### src/rtl/switch_in_pio_if.sv
// Avalon-MM responder bus bundle for switch_in_pio.
// The initiator (processor side) drives address/strobes/write data;
// the responder returns read data with a one-cycle response strobe.
interface switch_in_pio_if;
  logic [1:0]  avs_address;
  logic        avs_read;
  logic        avs_write;
  logic [31:0] avs_writedata;
  logic [31:0] avs_readdata;
  logic        avs_readdatavalid;

  modport master (
    output avs_address, avs_read, avs_write, avs_writedata,
    input  avs_readdata, avs_readdatavalid
  );

  modport slave (
    input  avs_address, avs_read, avs_write, avs_writedata,
    output avs_readdata, avs_readdatavalid
  );
endinterface

### src/rtl/switch_in_pio.sv
// switch_in_pio: board-switch input port for the dnn_accel_system.
// Each switch is synchronised (2 flops), debounced (DEBOUNCE_CYCLES stable
// cycles), edge-detected into sticky flags and combined with a mask into a
// level interrupt. Register map (word address): 0 DATA, 1 EDGE (W1C),
// 2 MASK, 3 RAW. Reads have a fixed latency of one cycle.
// Build option: define SWIN_BOTH_EDGES_EN to flag falling edges as well as
// rising edges; by default only rising edges set EDGE.
module switch_in_pio #(
  parameter int WIDTH           = 10,
  parameter int DEBOUNCE_CYCLES = 1000
) (
  input  logic             clk,
  input  logic             reset,
  input  logic [WIDTH-1:0] sw_in,
  switch_in_pio_if.slave   bus,
  output logic             irq
);

  localparam int CNT_W = $clog2(DEBOUNCE_CYCLES + 1);
  localparam logic [CNT_W-1:0] CNT_LAST = CNT_W'(DEBOUNCE_CYCLES - 1);

  typedef enum logic [1:0] {
    ADDR_DATA = 2'd0,
    ADDR_EDGE = 2'd1,
    ADDR_MASK = 2'd2,
    ADDR_RAW  = 2'd3
  } reg_addr_e;

  logic [WIDTH-1:0] sync_1;
  logic [WIDTH-1:0] sync;
  logic [WIDTH-1:0] deb;
  logic [WIDTH-1:0] deb_d;
  logic [CNT_W-1:0] cnt [WIDTH];
  logic [WIDTH-1:0] edge_flags;
  logic [WIDTH-1:0] mask;

  logic [WIDTH-1:0] wdata;
  logic [WIDTH-1:0] det;
  logic [WIDTH-1:0] clr;
  logic [WIDTH-1:0] edge_next;
  logic [WIDTH-1:0] mask_next;
  logic [31:0]      rd_value;
  logic [31:0]      rdata_q;
  logic             rdv_q;

  // Write data above WIDTH has no destination register.
  logic unused_wdata;
  assign unused_wdata = ^bus.avs_writedata;

  // Two-flop synchroniser for the asynchronous switch levels.
  // NOTE: state is updated with <= so every flop samples pre-edge values.
  always_ff @(posedge clk) begin
    if (reset) begin
      sync_1 <= '0;
      sync   <= '0;
    end else begin
      sync_1 <= sw_in;
      sync   <= sync_1;
    end
  end

  // Per-bit debounce: accept a new level after DEBOUNCE_CYCLES disagreeing cycles.
  // NOTE: the counter array is reset explicitly; it is control state, not storage.
  always_ff @(posedge clk) begin
    if (reset) begin
      deb   <= '0;
      deb_d <= '0;
      for (int i = 0; i < WIDTH; i++) cnt[i] <= '0;
    end else begin
      deb_d <= deb;
      for (int i = 0; i < WIDTH; i++) begin
        if (sync[i] == deb[i]) begin
          cnt[i] <= '0;
        end else if (cnt[i] == CNT_LAST) begin
          deb[i] <= sync[i];
          cnt[i] <= '0;
        end else begin
          cnt[i] <= cnt[i] + CNT_W'(1);
        end
      end
    end
  end

  // Edge detection, register writes, and read-mux selection.
  // NOTE: every output gets a default first so no path can infer a latch.
  always_comb begin
    wdata     = bus.avs_writedata[WIDTH-1:0];
    clr       = '0;
    mask_next = mask;
    rd_value  = '0;

`ifdef SWIN_BOTH_EDGES_EN
    det = deb ^ deb_d;
`else
    det = deb & ~deb_d;
`endif

    if (bus.avs_write) begin
      if (bus.avs_address == ADDR_EDGE) clr       = wdata;
      if (bus.avs_address == ADDR_MASK) mask_next = wdata;
    end

    // A new edge wins over a same-cycle clear of that bit.
    edge_next = (edge_flags & ~clr) | det;

    case (reg_addr_e'(bus.avs_address))
      ADDR_DATA: rd_value[WIDTH-1:0] = deb;
      ADDR_EDGE: rd_value[WIDTH-1:0] = edge_flags;
      ADDR_MASK: rd_value[WIDTH-1:0] = mask;
      ADDR_RAW:  rd_value[WIDTH-1:0] = sync;
      default:   rd_value            = '0;
    endcase
  end

  // Sticky edge flags, interrupt mask and registered interrupt.
  always_ff @(posedge clk) begin
    if (reset) begin
      edge_flags <= '0;
      mask       <= '0;
      irq        <= 1'b0;
    end else begin
      edge_flags <= edge_next;
      mask       <= mask_next;
      irq        <= |(edge_next & mask_next);
    end
  end

  // Read response: capture the pre-write register value, valid one cycle later.
  always_ff @(posedge clk) begin
    if (reset) begin
      rdata_q <= '0;
      rdv_q   <= 1'b0;
    end else begin
      rdv_q <= bus.avs_read;
      if (bus.avs_read) rdata_q <= rd_value;
    end
  end

  // A response due in a reset cycle is suppressed so a read issued just
  // before reset never completes.
  assign bus.avs_readdatavalid = rdv_q & ~reset;
  assign bus.avs_readdata      = reset ? 32'h0 : rdata_q;

endmodule
### src/flat_wrapper.sv
// flat-port wrapper written by rule: the top's interface ports become plain ports
module switch_in_pio_flat 
#(
  parameter int WIDTH           = 10,
  parameter int DEBOUNCE_CYCLES = 1000
)
  (clk, reset, sw_in, irq, bus_avs_address, bus_avs_read, bus_avs_write, bus_avs_writedata, bus_avs_readdata, bus_avs_readdatavalid);
  switch_in_pio_if bus_i ();
  input  logic clk;
  input  logic reset;
  input  logic [WIDTH-1:0] sw_in;
  output logic irq;
  input wire logic [$bits(bus_i.avs_address)-1:0] bus_avs_address;
  input wire logic [$bits(bus_i.avs_read)-1:0] bus_avs_read;
  input wire logic [$bits(bus_i.avs_write)-1:0] bus_avs_write;
  input wire logic [$bits(bus_i.avs_writedata)-1:0] bus_avs_writedata;
  output wire logic [$bits(bus_i.avs_readdata)-1:0] bus_avs_readdata;
  output wire logic [$bits(bus_i.avs_readdatavalid)-1:0] bus_avs_readdatavalid;
  assign bus_i.avs_address = bus_avs_address;
  assign bus_i.avs_read = bus_avs_read;
  assign bus_i.avs_write = bus_avs_write;
  assign bus_i.avs_writedata = bus_avs_writedata;
  assign bus_avs_readdata = bus_i.avs_readdata;
  assign bus_avs_readdatavalid = bus_i.avs_readdatavalid;
  switch_in_pio #(.WIDTH(WIDTH), .DEBOUNCE_CYCLES(DEBOUNCE_CYCLES)) u_core (.clk(clk), .reset(reset), .sw_in(sw_in), .bus(bus_i), .irq(irq));
endmodule
### config.mk
export PLATFORM = sky130hd
export DESIGN_NAME = switch_in_pio_flat
export DESIGN_NICKNAME = d
export VERILOG_FILES = /design/src/rtl/switch_in_pio_if.sv /design/src/rtl/switch_in_pio.sv /design/src/flat_wrapper.sv
export SDC_FILE = /design/constraint.sdc
export NUM_CORES = 1
export LEC_CHECK = 0
export ABC_AREA = 1
export BUFFER_PORTS_ARGS = -buffer_cell sky130_fd_sc_hd__buf_4
export CAP_MARGIN = 0
export CORE_ASPECT_RATIO = 1.25
export CORE_UTILIZATION = 59
export DETAILED_ROUTE_END_ITERATION = 6
export PLACE_DENSITY = 0.79
export SYNTH_ARGS = -nofsm -noshare
export SYNTH_HDL_FRONTEND = slang
export SYNTH_SLANG_ARGS = --single-unit
### constraint.sdc
create_clock -name clk -period 1.65 [get_ports clk]
set_input_delay 0.2475 -clock clk [delete_from_list [all_inputs] [get_ports clk]]
set_output_delay 0.2475 -clock clk [all_outputs]
set_load 0.05 [all_outputs]
After elaboration in Yosys (flattened, before gate mapping)
Memories as Yosys holds them, arrays and structs flattened.
Index checks and enable logic that the tools add are counted.
{"block": "totals", "register_bits": 72, "mem_bits_rw": 100, "word_cells": 260, "mem_count": 1}
{"block": "classes", "add_sub_neg": 10, "n_eq_ne": 23, "n_mux": 148, "bitwise_logic": 48, "reduce_logical": 12}
{"memory": "u_core.cnt", "words": 10, "width": 10, "read_ports": 10, "rd_clocked_by_memory_dff": 0, "write_ports": 10, "line": "switch_in_pio.sv:33", "rtl": "logic [CNT_W-1:0] cnt [WIDTH];"}
{"cell": "10-bit 2-to-1 mux", "count": 35}
{"cell": "1-bit 2-to-1 mux", "count": 112}
{"cell": "10-bit by 1-bit adder with 10-bit output (second input constant)", "count": 10}
{"cell": "10-bit equality test (second input constant)", "count": 10}
{"cell": "10-bit case mux with 4 select lines", "count": 1}
{"cell": "10-bit bitwise AND", "count": 3}
{"cell": "1-bit bitwise OR", "count": 30}
{"cell": "10-bit NOT", "count": 2}
{"cell": "2-bit AND reduction", "count": 10}
{"cell": "1-bit NOT", "count": 11}
{"cell": "1-bit equality test", "count": 10}
{"cell": "10-bit bitwise OR", "count": 1}
{"cell": "10-bit OR reduction", "count": 1}
{"cell": "2-bit equality test (second input constant)", "count": 2}
{"cell": "2-bit by 1-bit equality test with 1-bit output (second input constant)", "count": 1}
{"cell": "2-bit zero test", "count": 1}
{"cell": "1-bit bitwise AND", "count": 1}

Depth between registers and ports, before layout
Gate-level depths: netlist of run 1.
{"block": "logic_depth", "ltp_word": 8, "mapped_depth": 11, "ltp_nobuf": 11}

Worst setup path before layout of run 1
Ideal clock, no wire load.
{"block": "synth_timing", "kind": "input port to output port", "start": "input port reset", "end": "output port bus_avs_readdatavalid", "arrival_ns": 1.437, "required_time_ns": 1.402, "path_slack_ns": -0.035, "stages": 4, "n_path_buf": 3, "path_cell_list": "buf_2 -> buf_2 -> buf_1 -> nor2_1"}
{"block": "synth_via", "elab_chain_len": 2}
{"element": "from (decl)", "line": "flat_wrapper.sv:10", "rtl": "input logic reset;"}
{"element": "1-bit NOT", "line": "switch_in_pio.sv:141", "rtl": "assign bus.avs_readdatavalid = rdv_q & ~reset;"}
{"element": "1-bit bitwise AND", "line": "switch_in_pio.sv:141"}
{"element": "to (decl)", "line": "flat_wrapper.sv:18", "rtl": "output wire logic [$bits(bus_i.avs_readdatavalid)-1:0] bus_avs_readdatavalid;"}
Every way passes these cells.

==> impl_metrics.ini, run 1 <==
[setup_path]
crit_type = flop to flop
rrSetupSlack_ns = 0.09
crit_required_ns = 1.91
cpMaxStageDelayCell = edfxtp_1
crit_path_end_kind = flop
arrival_ns = 1.83
cp_cell_sequence = ha_1 > nand2_1 > nor3_2 > or2_1 > buf_4 > nor3_1
critPathMaxStageDelay_ns = 0.41
start_kind = flop
critPathMaxFanout = 6

[clocking]
cts_tree = yes
cts_buffer_depth = 2
numCtsBuffers = 17
cts-root-buf = clkbuf_16
cts.sinks = 172
htreeDepth = 4
clk_latency_ns = 0.42
cts.reportedPaths.clkPinSlew_ns = 0.06

[final_layout]
design_area_um2 = 9910
fin_util_pct = 73.9
stdcell_count = 1325
fin_nets = 1199
fillers = 1029
seq_area_um2 = 4440
drive_gt1_share_pct = 13.9
antennaDiodeCount = 0
area_growth_pct = 20.9
multi_input_area_um2 = 3540

[synthesis]
ys_seq_area_share_pct = 54.2
synth_most_common_cell = nand2_1
syn_area_per_cell_um2 = 8.57
synthCells = 957
synth_common_cells = nand2_1, nor2_1, inv_1, edfxtp_1, dfxtp_1
ys_warn_count = 0
synthArstFlopShare_pct = 0
ys_types = 43
yosys_register_bits = 172
netlist_area_um2 = 8200
synth_top_area_cell = edfxtp_1
ys.flop_type = edfxtp_1
synthTopCellsByArea = edfxtp_1, dfxtp_1, nand2_1
synth_top_cell_area_share_pct = 36.6
synth_edf_count = 100

[pwr]
p_per_area_nw_per_um2 = 945
p_comb_share_pct = 7.1
netSwitchingPower_uw = 2170
p_leak_uw = 0.00431
p_clk_share_pct = 41.8
power_frac_seq_pct = 51.1
total_power_uw = 9360
power.internal_uw = 7200
switching_share_pct = 23.1
peakVddDrop_mv = 0.685

[placed_design]
dp_cells = 1287
gp_congestion = 0.861
dp_slack_ns = -0.00486
place_hpwl_um = 11100
port_buffers = 37
dpl_cell_area_um2 = 9200

[global_routing]
grt_max_degree = 25
use_met1_pct = 26.4
grt_busiest_layer = met2
met3_usage_pct = 4.66
antenna_found_initial = 0
track_usage_pct = 22.8
globalRoute.totalOverflow = 0
grt_pass1_vias = 6113
grt_first_pass_wirelength_um = 25900
use_met2_pct = 41.8

[floorplanning]
dieArea_um2 = 14400
core_um2 = 13400
top_level_ports = 82
die_w_um = 107
num_rows = 47
start_util_pct = 61.2
die_y_um = 134

[routing]
ant_nets = 0
vias = 6466
avgViaCountPerCell = 4.88
wl_um = 15800
route.detailed.drc = 0
drt_iter0_drc = 340
first_pass_iters = 4
wl_per_cell_um = 11.9

[timing]
slew_violations = 0
finalClockSkew_ns = 0.00640
layout_setup_ws_ns = 0.0852
rsz0062_at_grt = yes
max_freq_mhz = 639
hold_viol = 0
fin_crit_ns = 1.56
setup_viol = 0
period_share_pct = 94.8

[run]
maxCapViolCount = 0

[status]
run_status = complete, no violations

[worst_hold_path]
hold_class = input pin to flop
[power groups by stage]
stage                     combinational [µW]  sequential (µW)  clock [µW]
after detailed placement                 638             4880           0
after floorplan                          503             4850           0
final                                    665             4790        3910
after global placement                   629             4870           0
after CTS                                646             4790        3970
after global routing                     743             4810        4120
[cells in the final DEF (no fill, tap or decap), types with 8 or more instances in the layout]
master	netlist	final
nand2_1	158	153
nor2_1	140	133
inv_1	132	131
conb_1	2	122
edfxtp_1	100	100
buf_4	23	82
dfxtp_1	72	72
a21oi_1	71	71
o21ai_0	41	41
nor3_1	39	34
nand3_1	34	32
clkbuf_16	0	17
o21ai_1	16	16
or2_2	13	13
nand4_1	13	13
xor2_1	11	11
nor2_2	1	8
[critical path, delay by kind of cell, from the launching register on]
family	cells	cell delay, ns
buffers and inverters	1	0.16
flip-flops	1	0.41
AND/OR/NAND/NOR	4	0.62
adder cells (fa/ha/maj)	1	0.21
[stage by stage]
| step | hold WS, ns | TNS, ns |
|---|---|---|
| 3_5_place_dp | 0.396 | -0.00486 |
| 6_report | 0.0277 | 0 |
| 5_1_grt | 0.0485 | -0.0382 |
| 2_1_floorplan | 0.354 | 0 |
| 3_3_place_gp | 0.390 | 0 |
| 4_1_cts | 0.0191 | 0 |
[flip-flops by register name (all words and copies together), names as in the netlist]
register	flops
u_core.cnt	100
u_core.deb	10
u_core.deb_d	10
u_core.edge_flags	10
u_core.mask	10
u_core.rdata_q	10
u_core.sync	10
u_core.sync_1	10
u_core.irq	1
u_core.rdv_q	1
[kinds of logic (layout without fill, tap and decap cells)]
| logic type | count (synthesis) | count (layout) | share of synthesized area, % |
|---|---|---|---|
| simple gates | 425 | 425 | 22.5 |
| buf+inv | 175 | 252 | 9.22 |
| flops | 172 | 172 | 54.2 |
| compound gates | 157 | 157 | 10.7 |
| xor+xnor | 16 | 16 | 1.71 |
| fa+ha+maj | 10 | 10 | 1.53 |
| other cells | 2 | 122 | 0.0916 |
[final timing paths]
| kind | endpoint | cells past startpoint | startpoint |
|---|---|---|---|
| hold reg to reg | u_core.sync[2]$_SDFF_PP0_ | 2 | u_core.sync_1[2]$_SDFF_PP0_ |
| setup reg to reg | u_core.cnt[0][38]$_SDFFCE_PN0P_ | 6 | u_core.cnt[0][31]$_SDFFCE_PN0P_ |
| hold / removal | u_core.sync_1[9]$_SDFF_PP0_ | 3 | sw_in[9] |
| setup / recovery | u_core.cnt[0][38]$_SDFFCE_PN0P_ | 6 | u_core.cnt[0][31]$_SDFFCE_PN0P_ |
[routing by layer]
metal / part of all wire, % / vias to the layer above
met5: 0 / -
li1: - / 3400
met4: 1.7 / 0
met3: 3.3 / 21
met1: 43 / 2945
met2: 52 / 100
[what timing repair did]
action,in CTS,in global routing
buffers inserted,0,6
hold endpoints to repair,0,0
resized for setup,0,26
hold buffers,0,0
setup endpoints to repair,0,69
[cell type report]
cell class	instances	area share, %
clock buffers	22	4.68
clock inverters	10	1.15
inverters	138	5.23
multi-input cells	730	35.7
flip-flops and latches	172	44.8
well taps	171	2.16
repair buffers	82	6.21
(Power assumes the default switching activity.)
==> run 2, diff against run 1 <==
- ABC_AREA: 1 -> not set
==> run 2 against run 1 <==
Against the previous run:
- synthesized area decreased by 2.0%
- via count decreased by 13%
- power decreased by 0.89%
- sequential power about the same
- combinational power decreased by 0.6%
- synthesized cell count decreased by 23%
- register-to-register slack got worse by 0.05 ns
- clock-buffer cell count unchanged
- sequential cell count unchanged
- clock power decreased by 2%
==> impl_metrics.ini, run 2 <==
[status]
run_status = complete, no violations

[timing]
fin_setup_tns_ns = 0
period_share_pct = 97.8
hold_viol = 0
fin_crit_ns = 1.61
setup_viol = 0
max_freq_mhz = 620
slew_violations = 0
finalClockSkew_ns = 0.0119

[pwr]
p_leak_uw = 0.00403
p_comb_share_pct = 7.1
power.internal_uw = 7180
switching_share_pct = 22.6
netSwitchingPower_uw = 2100
p_clk_share_pct = 41.4
p_per_area_nw_per_um2 = 935
peakVddDrop_mv = 0.627
power_frac_seq_pct = 51.5

[clocking]
cts-hold-fix-buffers = 0
htreeDepth = 4
cts_buffer_depth = 2
cts.reportedPaths.clkPinSlew_ns = 0.06
cts_tree = yes
cts.sinks = 172
numCtsBuffers = 17
clk_latency_ns = 0.43
cts-root-buf = clkbuf_16

[setup_path]
crit_start = u_core.cnt[0][21]$_SDFFCE_PN0P_
crit_path_end_kind = flop
r2r-start = u_core.cnt[0][21]$_SDFFCE_PN0P_
rr_endpoint = u_core.cnt[0][29]$_SDFFCE_PN0P_
critPathMaxFanout = 10
crit_end = u_core.cnt[0][29]$_SDFFCE_PN0P_
rrSetupSlack_ns = 0.04
r2r_cells = 6
start_kind = flop
crit_required_ns = 1.82
arrival_ns = 1.79
crit_type = flop to flop

[floorplanning]
start_util_pct = 60.5
dieArea_um2 = 14100
top_level_ports = 82
die_w_um = 106
core_um2 = 13300
num_rows = 47
die_y_um = 132

[synthesis]
syn_area_per_cell_um2 = 10.9
synthTopCellsByArea = edfxtp_1, dfxtp_1, nor2_1
synth_top_cell_area_share_pct = 37.4
ys.flop_type = edfxtp_1
synth_common_cells = nor2_1, edfxtp_1, dfxtp_1, xnor2_1, nor2b_1
netlist_area_um2 = 8040
synth_edf_count = 100
ys_warn_count = 0
yosys_register_bits = 172
ys_seq_area_share_pct = 55.3
synth_most_common_cell = nor2_1
synthCells = 740
ys_types = 38
synth_top_area_cell = edfxtp_1
synthArstFlopShare_pct = 0

[routing]
ant_nets = 0
avgViaCountPerCell = 5.02
wl_per_cell_um = 13.6
first_pass_iters = 4
route.detailed.drc = 0
drt_iter0_drc = 240
vias = 5630
wl_um = 15200

[final_layout]
fin_util_pct = 74.7
layout_common_cells = nor2_1, conb_1, edfxtp_1
stdcell_count = 1121
layout_commonest_cell = nor2_1
largest_reg_flops = 100
antennaDiodeCount = 0
fillers = 902
drive_gt1_share_pct = 16.9
design_area_um2 = 9920
fin_nets = 995
area_growth_pct = 23.5
largest-register = u_core.cnt

[placed_design]
port_buffers = 37
dpl_cell_area_um2 = 9190
place_hpwl_um = 10800
gp_congestion = 0.805
dp_cells = 1083

[global_routing]
antenna_found_initial = 0
grt_pass1_vias = 5690
track_usage_pct = 22.4
globalRoute.totalOverflow = 0
grt_max_degree = 29
grt_first_pass_wirelength_um = 24900

[run]
maxCapViolCount = 0

[worst_hold_path]
hold_class = input pin to flop
## run 2: cell types whose count changed in the layout (fill, tap and decap cells not counted), sizes merged, moves of 16 or more
cell,previous run,this run
nor2b,0,51
nor3,39,15
inv,139,16
a21oi,71,6
and3,6,25
nand2,159,46
xor2,11,33
mux2i,0,30
o21ai,57,0
xnor2,5,57
nor2,141,157
## run 2: logic make-up after synthesis
logic type / count (synthesis) / share of synthesized area [%]
xor gates and xnor gates: 90 / 9.81
buffers and inverters: 54 / 3.75
AOI/OAI and AO/OA: 18 / 1.53
and+or+nand+nor: 354 / 21.4
adders and majority gates: 10 / 1.56
other: 2 / 0.0935
muxes: 40 / 6.59
DFF: 172 / 55.3
## run 2: repair_timing
item,in CTS,in global routing
setup endpoints to repair,34,97
setup buffers,0,6
pin swaps,0,7
gates cloned,0,0
gates resized for setup,5,18
## run 2: worst min path at each step
stage	from	endpoint	slack (ns)	cells after the start
2_1_floorplan	sw_in[0]	u_core.sync_1[0]$_SDFF_PP0_	0.38	1
3_3_place_gp	u_core.sync_1[3]$_SDFF_PP0_	u_core.sync[3]$_SDFF_PP0_	0.42	1
3_5_place_dp	u_core.sync_1[9]$_SDFF_PP0_	u_core.sync[9]$_SDFF_PP0_	0.42	1
4_1_cts	sw_in[1]	u_core.sync_1[1]$_SDFF_PP0_	0.02	2
5_1_grt	sw_in[2]	u_core.sync_1[2]$_SDFF_PP0_	0.05	2
6_report	sw_in[1]	u_core.sync_1[1]$_SDFF_PP0_	0.04	2
## run 2: metrics by stage
stage          total power (µW)  hold WS [ns]  setup slack, ns
2_1_floorplan              5320         0.376           0.0956
3_3_place_gp               5460         0.419           0.0330
3_5_place_dp               5490         0.420          -0.0412
4_1_cts                    9300        0.0247        -0.000138
5_1_grt                    9580        0.0456          -0.0273
6_report                   9280        0.0353           0.0358
## run 2: cell type report
cell class                 count  area (µm²)  share of cell area [%]
clock buffer                  22         485                    4.89
clock inverter                10        87.6                   0.883
inverter                      15        56.3                   0.567
multi-input combinational    634        3860                    38.9
sequential                   172        4440                    44.8
tap                          171         214                    2.16
timing repair buffer          97         778                    7.84
## run 2: power groups by stage
stage / Combinational (µW) / Clock [µW] / Sequential, µW
global placement: 608 / 0 / 4860
CTS: 633 / 3890 / 4780
global route: 724 / 4060 / 4790
detailed placement: 625 / 0 / 4870
finish: 661 / 3840 / 4780
floorplan: 462 / 0 / 4860
## run 2: critical path, stage by stage (launching register included)
cell	delay, ns
edfxtp_1	0.39
ha_2	0.20
nand3_1	0.11
nor4_2	0.30
or3_4	0.21
buf_12	0.11
nor2_1	0.05
## run 2: layer usage
| metal | GRT usage (%) | part of all wire, % |
|---|---|---|
| met1 | 26.1 | 42 |
| met5 | 0 | 0 |
| met3 | 4.38 | 2.5 |
| met4 | 6.71 | 1.9 |
| met2 | 41.1 | 54 |
